===== src/rtl/zmod_pkg.sv =====
// Shared definitions for the ZMOD ADC/DAC drivers: data width, receive FSM
// states and the signed full-scale limits of a 14-bit sample.
package zmod_pkg;

  localparam int unsigned ADC_DATA_W = 14;

  typedef enum logic [1:0] {
    StIdle,
    StFlush,
    StRun
  } adc_state_e;

  // Two's complement full-scale limits (+8191 / -8192).
  localparam logic signed [ADC_DATA_W-1:0] AdcSatPos = 14'sh1FFF;
  localparam logic signed [ADC_DATA_W-1:0] AdcSatNeg = 14'sh2000;

  // True when a converted sample sits on either rail.
  function automatic logic is_overrange(input logic signed [ADC_DATA_W-1:0] s);
    return (s == AdcSatPos) || (s == AdcSatNeg);
  endfunction

endpackage


===== src/rtl/zmod_adc_ddr_capture.sv =====
// DDR capture for the AD9648 multiplexed bus. Behavioural model of one
// SAME_EDGE_PIPELINED IDDR per bit (Q1 = rising/channel A, Q2 = falling/
// channel B) followed by the format register. A sample launched on rising
// edge n is on data_a_o after edge n+2, so the parent's output register
// presents it after edge n+3.
module zmod_adc_ddr_capture
  import zmod_pkg::*;
#(
  parameter bit OFFSET_BINARY = 1'b0
) (
  input  logic                         clk_i,
  input  logic                         rst_i,
  input  logic [ADC_DATA_W-1:0]        ddr_data_i,
  output logic signed [ADC_DATA_W-1:0] data_a_o,
  output logic signed [ADC_DATA_W-1:0] data_b_o
);

  // Inverting only the MSB maps offset binary onto two's complement.
  localparam logic [ADC_DATA_W-1:0] MsbFlip = {OFFSET_BINARY, {(ADC_DATA_W-1){1'b0}}};

  logic [ADC_DATA_W-1:0] rise_q, fall_q, q1_q, q2_q;
  logic [ADC_DATA_W-1:0] fmt_a_q, fmt_b_q;

  // IDDR rising-edge input register (channel A).
  always_ff @(posedge clk_i) begin
    if (rst_i) rise_q <= '0;
    else       rise_q <= ddr_data_i;
  end

  // IDDR falling-edge input register (channel B).
  always_ff @(negedge clk_i) begin
    if (rst_i) fall_q <= '0;
    else       fall_q <= ddr_data_i;
  end

  // IDDR same-edge output stage: both halves re-timed onto the rising edge.
  always_ff @(posedge clk_i) begin
    if (rst_i) begin
      q1_q <= '0;
      q2_q <= '0;
    end else begin
      q1_q <= rise_q;
      q2_q <= fall_q;
    end
  end

  // Format stage: optional MSB inversion.
  always_ff @(posedge clk_i) begin
    if (rst_i) begin
      fmt_a_q <= '0;
      fmt_b_q <= '0;
    end else begin
      fmt_a_q <= q1_q ^ MsbFlip;
      fmt_b_q <= q2_q ^ MsbFlip;
    end
  end

  assign data_a_o = fmt_a_q;
  assign data_b_o = fmt_b_q;

endmodule


===== src/rtl/zmod_adc_driver.sv =====
// ZMOD ADC receive driver: DDR capture, pipeline flush after run, decimation
// and a one-deep valid/ready output register with saturating drop counter.
// Optional overrange flags and counter enabled by ZMOD_ADC_OVERRANGE_EN.
module zmod_adc_driver
  import zmod_pkg::*;
#(
  parameter int unsigned FLUSH_CYCLES  = 16,
  parameter bit          OFFSET_BINARY = 1'b0,
  parameter int unsigned DECIMATE      = 1
) (
  input  logic                         clk,
  input  logic                         rst,
  input  logic [ADC_DATA_W-1:0]        is14_ddr_data,
  input  logic                         i_run,
  output logic signed [ADC_DATA_W-1:0] os14_data_a,
  output logic signed [ADC_DATA_W-1:0] os14_data_b,
  output logic                         o_valid,
  input  logic                         i_ready,
  output logic                         o_running,
  output logic [15:0]                  o16_overflow
`ifdef ZMOD_ADC_OVERRANGE_EN
  ,
  output logic                         o_ovr_a,
  output logic                         o_ovr_b,
  output logic [15:0]                  o16_ovr_count
`endif
);

  localparam logic [7:0] FlushLast = 8'(FLUSH_CYCLES - 1);
  localparam logic [7:0] DecLast   = 8'(DECIMATE - 1);

  logic signed [ADC_DATA_W-1:0] cap_a, cap_b;

  adc_state_e                   state_q;
  logic [7:0]                   flush_cnt_q, dec_cnt_q;
  logic signed [ADC_DATA_W-1:0] data_a_q, data_b_q;
  logic                         valid_q, running_q;
  logic [15:0]                  ovf_q;
`ifdef ZMOD_ADC_OVERRANGE_EN
  logic                         ovr_a_q, ovr_b_q;
  logic [15:0]                  ovr_cnt_q;
`endif

  logic produce, xfer, accept;

  zmod_adc_ddr_capture #(
    .OFFSET_BINARY(OFFSET_BINARY)
  ) u_capture (
    .clk_i     (clk),
    .rst_i     (rst),
    .ddr_data_i(is14_ddr_data),
    .data_a_o  (cap_a),
    .data_b_o  (cap_b)
  );

  // Handshake decode: a pair is taken when the buffer is empty or draining.
  always_comb begin
    produce = (dec_cnt_q == 8'd0);
    xfer    = valid_q & i_ready;
    accept  = produce & (~valid_q | i_ready);
  end

  // Control FSM, decimator and output buffer.
  always_ff @(posedge clk) begin
    if (rst) begin
      state_q     <= StIdle;
      flush_cnt_q <= '0;
      dec_cnt_q   <= '0;
      data_a_q    <= '0;
      data_b_q    <= '0;
      valid_q     <= 1'b0;
      running_q   <= 1'b0;
      ovf_q       <= '0;
`ifdef ZMOD_ADC_OVERRANGE_EN
      ovr_a_q     <= 1'b0;
      ovr_b_q     <= 1'b0;
      ovr_cnt_q   <= '0;
`endif
    end else begin
      unique case (state_q)
        StIdle: begin
          if (i_run) begin
            state_q     <= StFlush;
            flush_cnt_q <= '0;
          end
        end
        StFlush: begin
          if (!i_run) begin
            state_q <= StIdle;
          end else if (flush_cnt_q == FlushLast) begin
            state_q   <= StRun;
            dec_cnt_q <= '0;
          end else begin
            flush_cnt_q <= flush_cnt_q + 8'd1;
          end
        end
        StRun: begin
          if (!i_run) begin
            // Any pending pair is discarded, not counted as a drop.
            state_q   <= StIdle;
            valid_q   <= 1'b0;
            running_q <= 1'b0;
          end else begin
            running_q <= 1'b1;
            dec_cnt_q <= (dec_cnt_q == DecLast) ? 8'd0 : dec_cnt_q + 8'd1;
            if (accept) begin
              data_a_q <= cap_a;
              data_b_q <= cap_b;
              valid_q  <= 1'b1;
`ifdef ZMOD_ADC_OVERRANGE_EN
              ovr_a_q  <= is_overrange(cap_a);
              ovr_b_q  <= is_overrange(cap_b);
`endif
            end else if (produce) begin
              if (ovf_q != 16'hFFFF) ovf_q <= ovf_q + 16'd1;
            end else if (xfer) begin
              valid_q <= 1'b0;
            end
          end
        end
        default: state_q <= StIdle;
      endcase
`ifdef ZMOD_ADC_OVERRANGE_EN
      if (xfer && (ovr_a_q || ovr_b_q) && (ovr_cnt_q != 16'hFFFF)) begin
        ovr_cnt_q <= ovr_cnt_q + 16'd1;
      end
`endif
    end
  end

  assign os14_data_a  = data_a_q;
  assign os14_data_b  = data_b_q;
  assign o_valid      = valid_q;
  assign o_running    = running_q;
  assign o16_overflow = ovf_q;
`ifdef ZMOD_ADC_OVERRANGE_EN
  assign o_ovr_a       = ovr_a_q;
  assign o_ovr_b       = ovr_b_q;
  assign o16_ovr_count = ovr_cnt_q;
`endif

endmodule


===== config.mk =====
export PLATFORM = sky130hd
export DESIGN_NAME = zmod_adc_driver
export DESIGN_NICKNAME = d
export VERILOG_FILES = /design/src/rtl/zmod_pkg.sv /design/src/rtl/zmod_adc_ddr_capture.sv /design/src/rtl/zmod_adc_driver.sv
export SDC_FILE = /design/constraint.sdc
export NUM_CORES = 1
export LEC_CHECK = 0
export CAP_MARGIN = 20
export CORE_MARGIN = 2
export CORE_UTILIZATION = 49
export DETAILED_ROUTE_END_ITERATION = 10
export PLACE_DENSITY_LB_ADDON = 0.3
export SLEW_MARGIN = 20
export SYNTH_ARGS = -nofsm -noshare
export SYNTH_HDL_FRONTEND = slang
export SYNTH_SLANG_ARGS = --single-unit

===== constraint.sdc =====
create_clock -name clk -period 2.3 [get_ports clk]
set_input_delay 0.46 -clock clk [delete_from_list [all_inputs] [get_ports clk]]
set_output_delay 0.46 -clock clk [all_outputs]
set_load 0.01 [all_outputs]

==> metrics.cfg <==
[cts]
clk_path_buf_depth = 2
cts.clk_slew.worst_paths_ps = 60
post_cts_buffers = 0
worstSkewPairLatency_ps = 520
htreeDepth = 4
cts.sinks = 148
hold_buffers = 0
cts_tree = done
clk_root_buffer_cell = clkbuf_8
cts_inserted_buffers = 17

[status]
violations = setup timing
outcome = complete, but fails checks

[power_and_ir_drop]
power_density_mw_per_mm2 = 808
power.leakage_uw = 0.00241
ir_drop_v = 0.000389

[synthesis]
yosysUniqueCellTypes = 43
syn_area_per_cell_um2 = 9.82
synth_cells = 522
ys_ff_latch = 148
synth_edf_count = 0
syn-num-nets = 544
synth_area_mm2 = 0.00512
async_flop_share_pct = 0
ys.flop_type = dfxtp_1
yosysSeqAreaShare_pct = 57.8
yosysWarningCount = 0

[floorplan]
rows = 37
initial_utilization_pct = 50.1
chipWidth_um = 106
fp.dieH_um = 106
dieArea_mm2 = 0.0113
io_pins = 64
core_area_mm2 = 0.0102

[setup_path]
worstPathArrival_ps = 2700
cp.buffers_inverters = 1
rrSetupSlack_ps = -2
critPathMaxStageDelay_ps = 510
cp-start-kind = flop
critPathTopFamily = simple AND/OR/NAND/NOR gates
crit_path_cell_trace = inv_1 > ha_1 > or4b_4 > or4_4 > nor4_2 > mux2_1
cp_max_fo = 6
worstPathRequired_ps = 2700
reg2reg_from = dec_cnt_q[1]
slowest_stage = or4_4
crit_start = dec_cnt_q[1]
timing_worst_setup_path_type = flop to flop
cp-end-kind = flop

[sta]
fin_setup_tns_ps = -1.59
final-hold-violation-count = 0
fin_crit_ps = 2300
relSlewSlack_pct = 45.7
setup_ws_ps = -1.59
max_freq_mhz = 434
worst-slew-pin-transition_ps = 815
slew_viol_final = 0
final.period_utilization_pct = 100
finalSetupViolCount = 1
skew_ps = 24.9
rsz0062_at_grt = true

[routing]
wl_per_cell_um = 14.3
drc = 0
vias = 3981
first_pass_iters = 4
finalWirelength_um = 10800
viasPerCell = 5.25
postRouteAntennaNets = 0
drt-initial-drc-count = 196

[global_route]
grt_pass1_vias = 3702
grt_overflow = 0
grt_pass1_wl_um = 17100
grt_max_degree = 88
grt_use_total_pct = 19.0
antenna_found_initial = 0

[placement]
dp.cells = 711
gp_congestion = 0.859
place_hpwl_um = 6870
place_area_mm2 = 0.00602
io_buffers = 63

[layout]
stdcell_area_mm2 = 0.00666
diodes = 0
drive_gt1_share_pct = 12.1
fill_cells = 777
fin_nets = 631
syn2layout_area_growth_pct = 30.0
fin_cells = 758

[min_path]
hp-start = rst
holdCritPathClass = primary input to flop

[flow_run]
drv_cap = 0

==> kinds of logic (layout without fill, tap and decap cells) <==
kind of cell | count (synthesis) | in the layout | synth area share [%]
compound gates | 111 | 111 | 12.2
xor+xnor | 5 | 5 | 0.855
fa+ha+maj | 4 | 4 | 0.977
flops | 148 | 148 | 57.8
mux | 6 | 6 | 1.29
buf+inv | 41 | 139 | 3.32
simple gates | 207 | 209 | 23.6
==> power by group <==
group | internal [uW] | leakage [uW] | switching (uW)
sequential | 2630 | 0.00121 | 17.6
clock | 1400 | 0.000334 | 1190
combinational | 70.2 | 0.000870 | 88.5
total | 4090 | 0.00241 | 1290
==> synth_stat cells (2+ instances only) <==
cell type,count,area (um2)
a211oi_1,4,30.0
a21oi_1,48,240
a31oi_1,3,18.8
and2_1,2,12.5
and3_1,4,25.0
and4_1,2,17.5
buf_1,4,15.0
buf_6,2,22.5
clkbuf_1,25,93.8
dfxtp_1,148,2960
ha_1,4,50.1
inv_1,9,33.8
mux2_1,5,56.3
nand2_1,14,52.6
nand2b_1,4,25.0
nand3_1,41,205
nand4_1,8,50.1
nor2_1,14,52.6
nor2b_1,78,488
nor3_1,3,15.0
nor4_1,9,56.3
o2111ai_1,2,17.5
o21ai_0,34,170
o21ai_1,4,20.0
o31ai_1,10,75.1
or2_2,2,12.5
or3_1,10,62.6
or4_1,11,82.6
xnor2_1,2,17.5
xor2_1,3,26.3
==> final timing paths <==
kind / cells past startpoint / endpoint
hold / removal: 2 / u_capture.rise_q[9]
setup / recovery: 6 / o16_overflow[13]
setup reg to reg: 6 / o16_overflow[13]
hold reg to reg: 1 / u_capture.data_a_o[13]
==> layout by cell type, fill, tap and decap left out, drive strengths merged, types with 5 or more instances in the layout <==
cell and n:
dfxtp 148, nor2b 78, clkdlybuf4s50 62, a21oi 48, nand3 41, o21ai 38
inv 32, buf 23, clkbuf 17, nor2 14, nand2 14, or4 14
o31ai 10, or3 10, nor4 9, nand4 8, mux2 5
==> flip-flops by register name, summed over array words and instances, names as in the netlist <==
signal / flops
o_running: 1
u_capture.rise_q: 14
u_capture.q2_q: 14
state_q: 2
os14_data_a: 14
flush_cnt_q: 8
o_valid: 1
os14_data_b: 14
u_capture.q1_q: 14
u_capture.data_b_o: 14
u_capture.fall_q: 14
dec_cnt_q: 8
o16_overflow: 16
u_capture.data_a_o: 14
==> through the flow <==
stage	worst slack, ps	hold slack (ps)	total power, uW	util, %
after floorplan	-44.4	414	2830	-
after global placement	-215	418	2890	58.9
after detailed placement	-258	420	2890	58.9
after CTS	-36.5	250	5430	64.6
after global routing	-52.6	270	5580	65.1
final	-1.59	255	5390	65.1
==> cell type report <==
type                    count  area (um2)  area share [%]
clock buffers              17         414            6.21
clock inverters            29         181            2.72
inverters                   8        30.0           0.451
multi-input cells         335        2070            31.1
flip-flops and latches    148        2960            44.5
well taps                 136         170            2.55
repair buffers             85         831            12.5
==> routing by layer <==
metal	vias up	GRT usage [%]	wire length, um
met5	-	0	0
met4	0	7.61	145
met3	15	4.97	379
met2	82	32.1	5410
met1	1874	23.1	4890
li1	2010	-	-
==> worst register-to-register path, stage by stage (launching register included) <==
cell and delay [ps]:
dfxtp_1 330, inv_1 80, ha_1 130, or4b_4 500
or4_4 510, nor4_2 290, mux2_1 350
==> repair_timing <==
action / in CTS / in global routing
gates cloned: 0 / 2
endpoints found under the setup margin: 10 / 14
pin swaps: 7 / 0
gates resized for setup: 1 / 9
(Power assumes the default switching activity.)
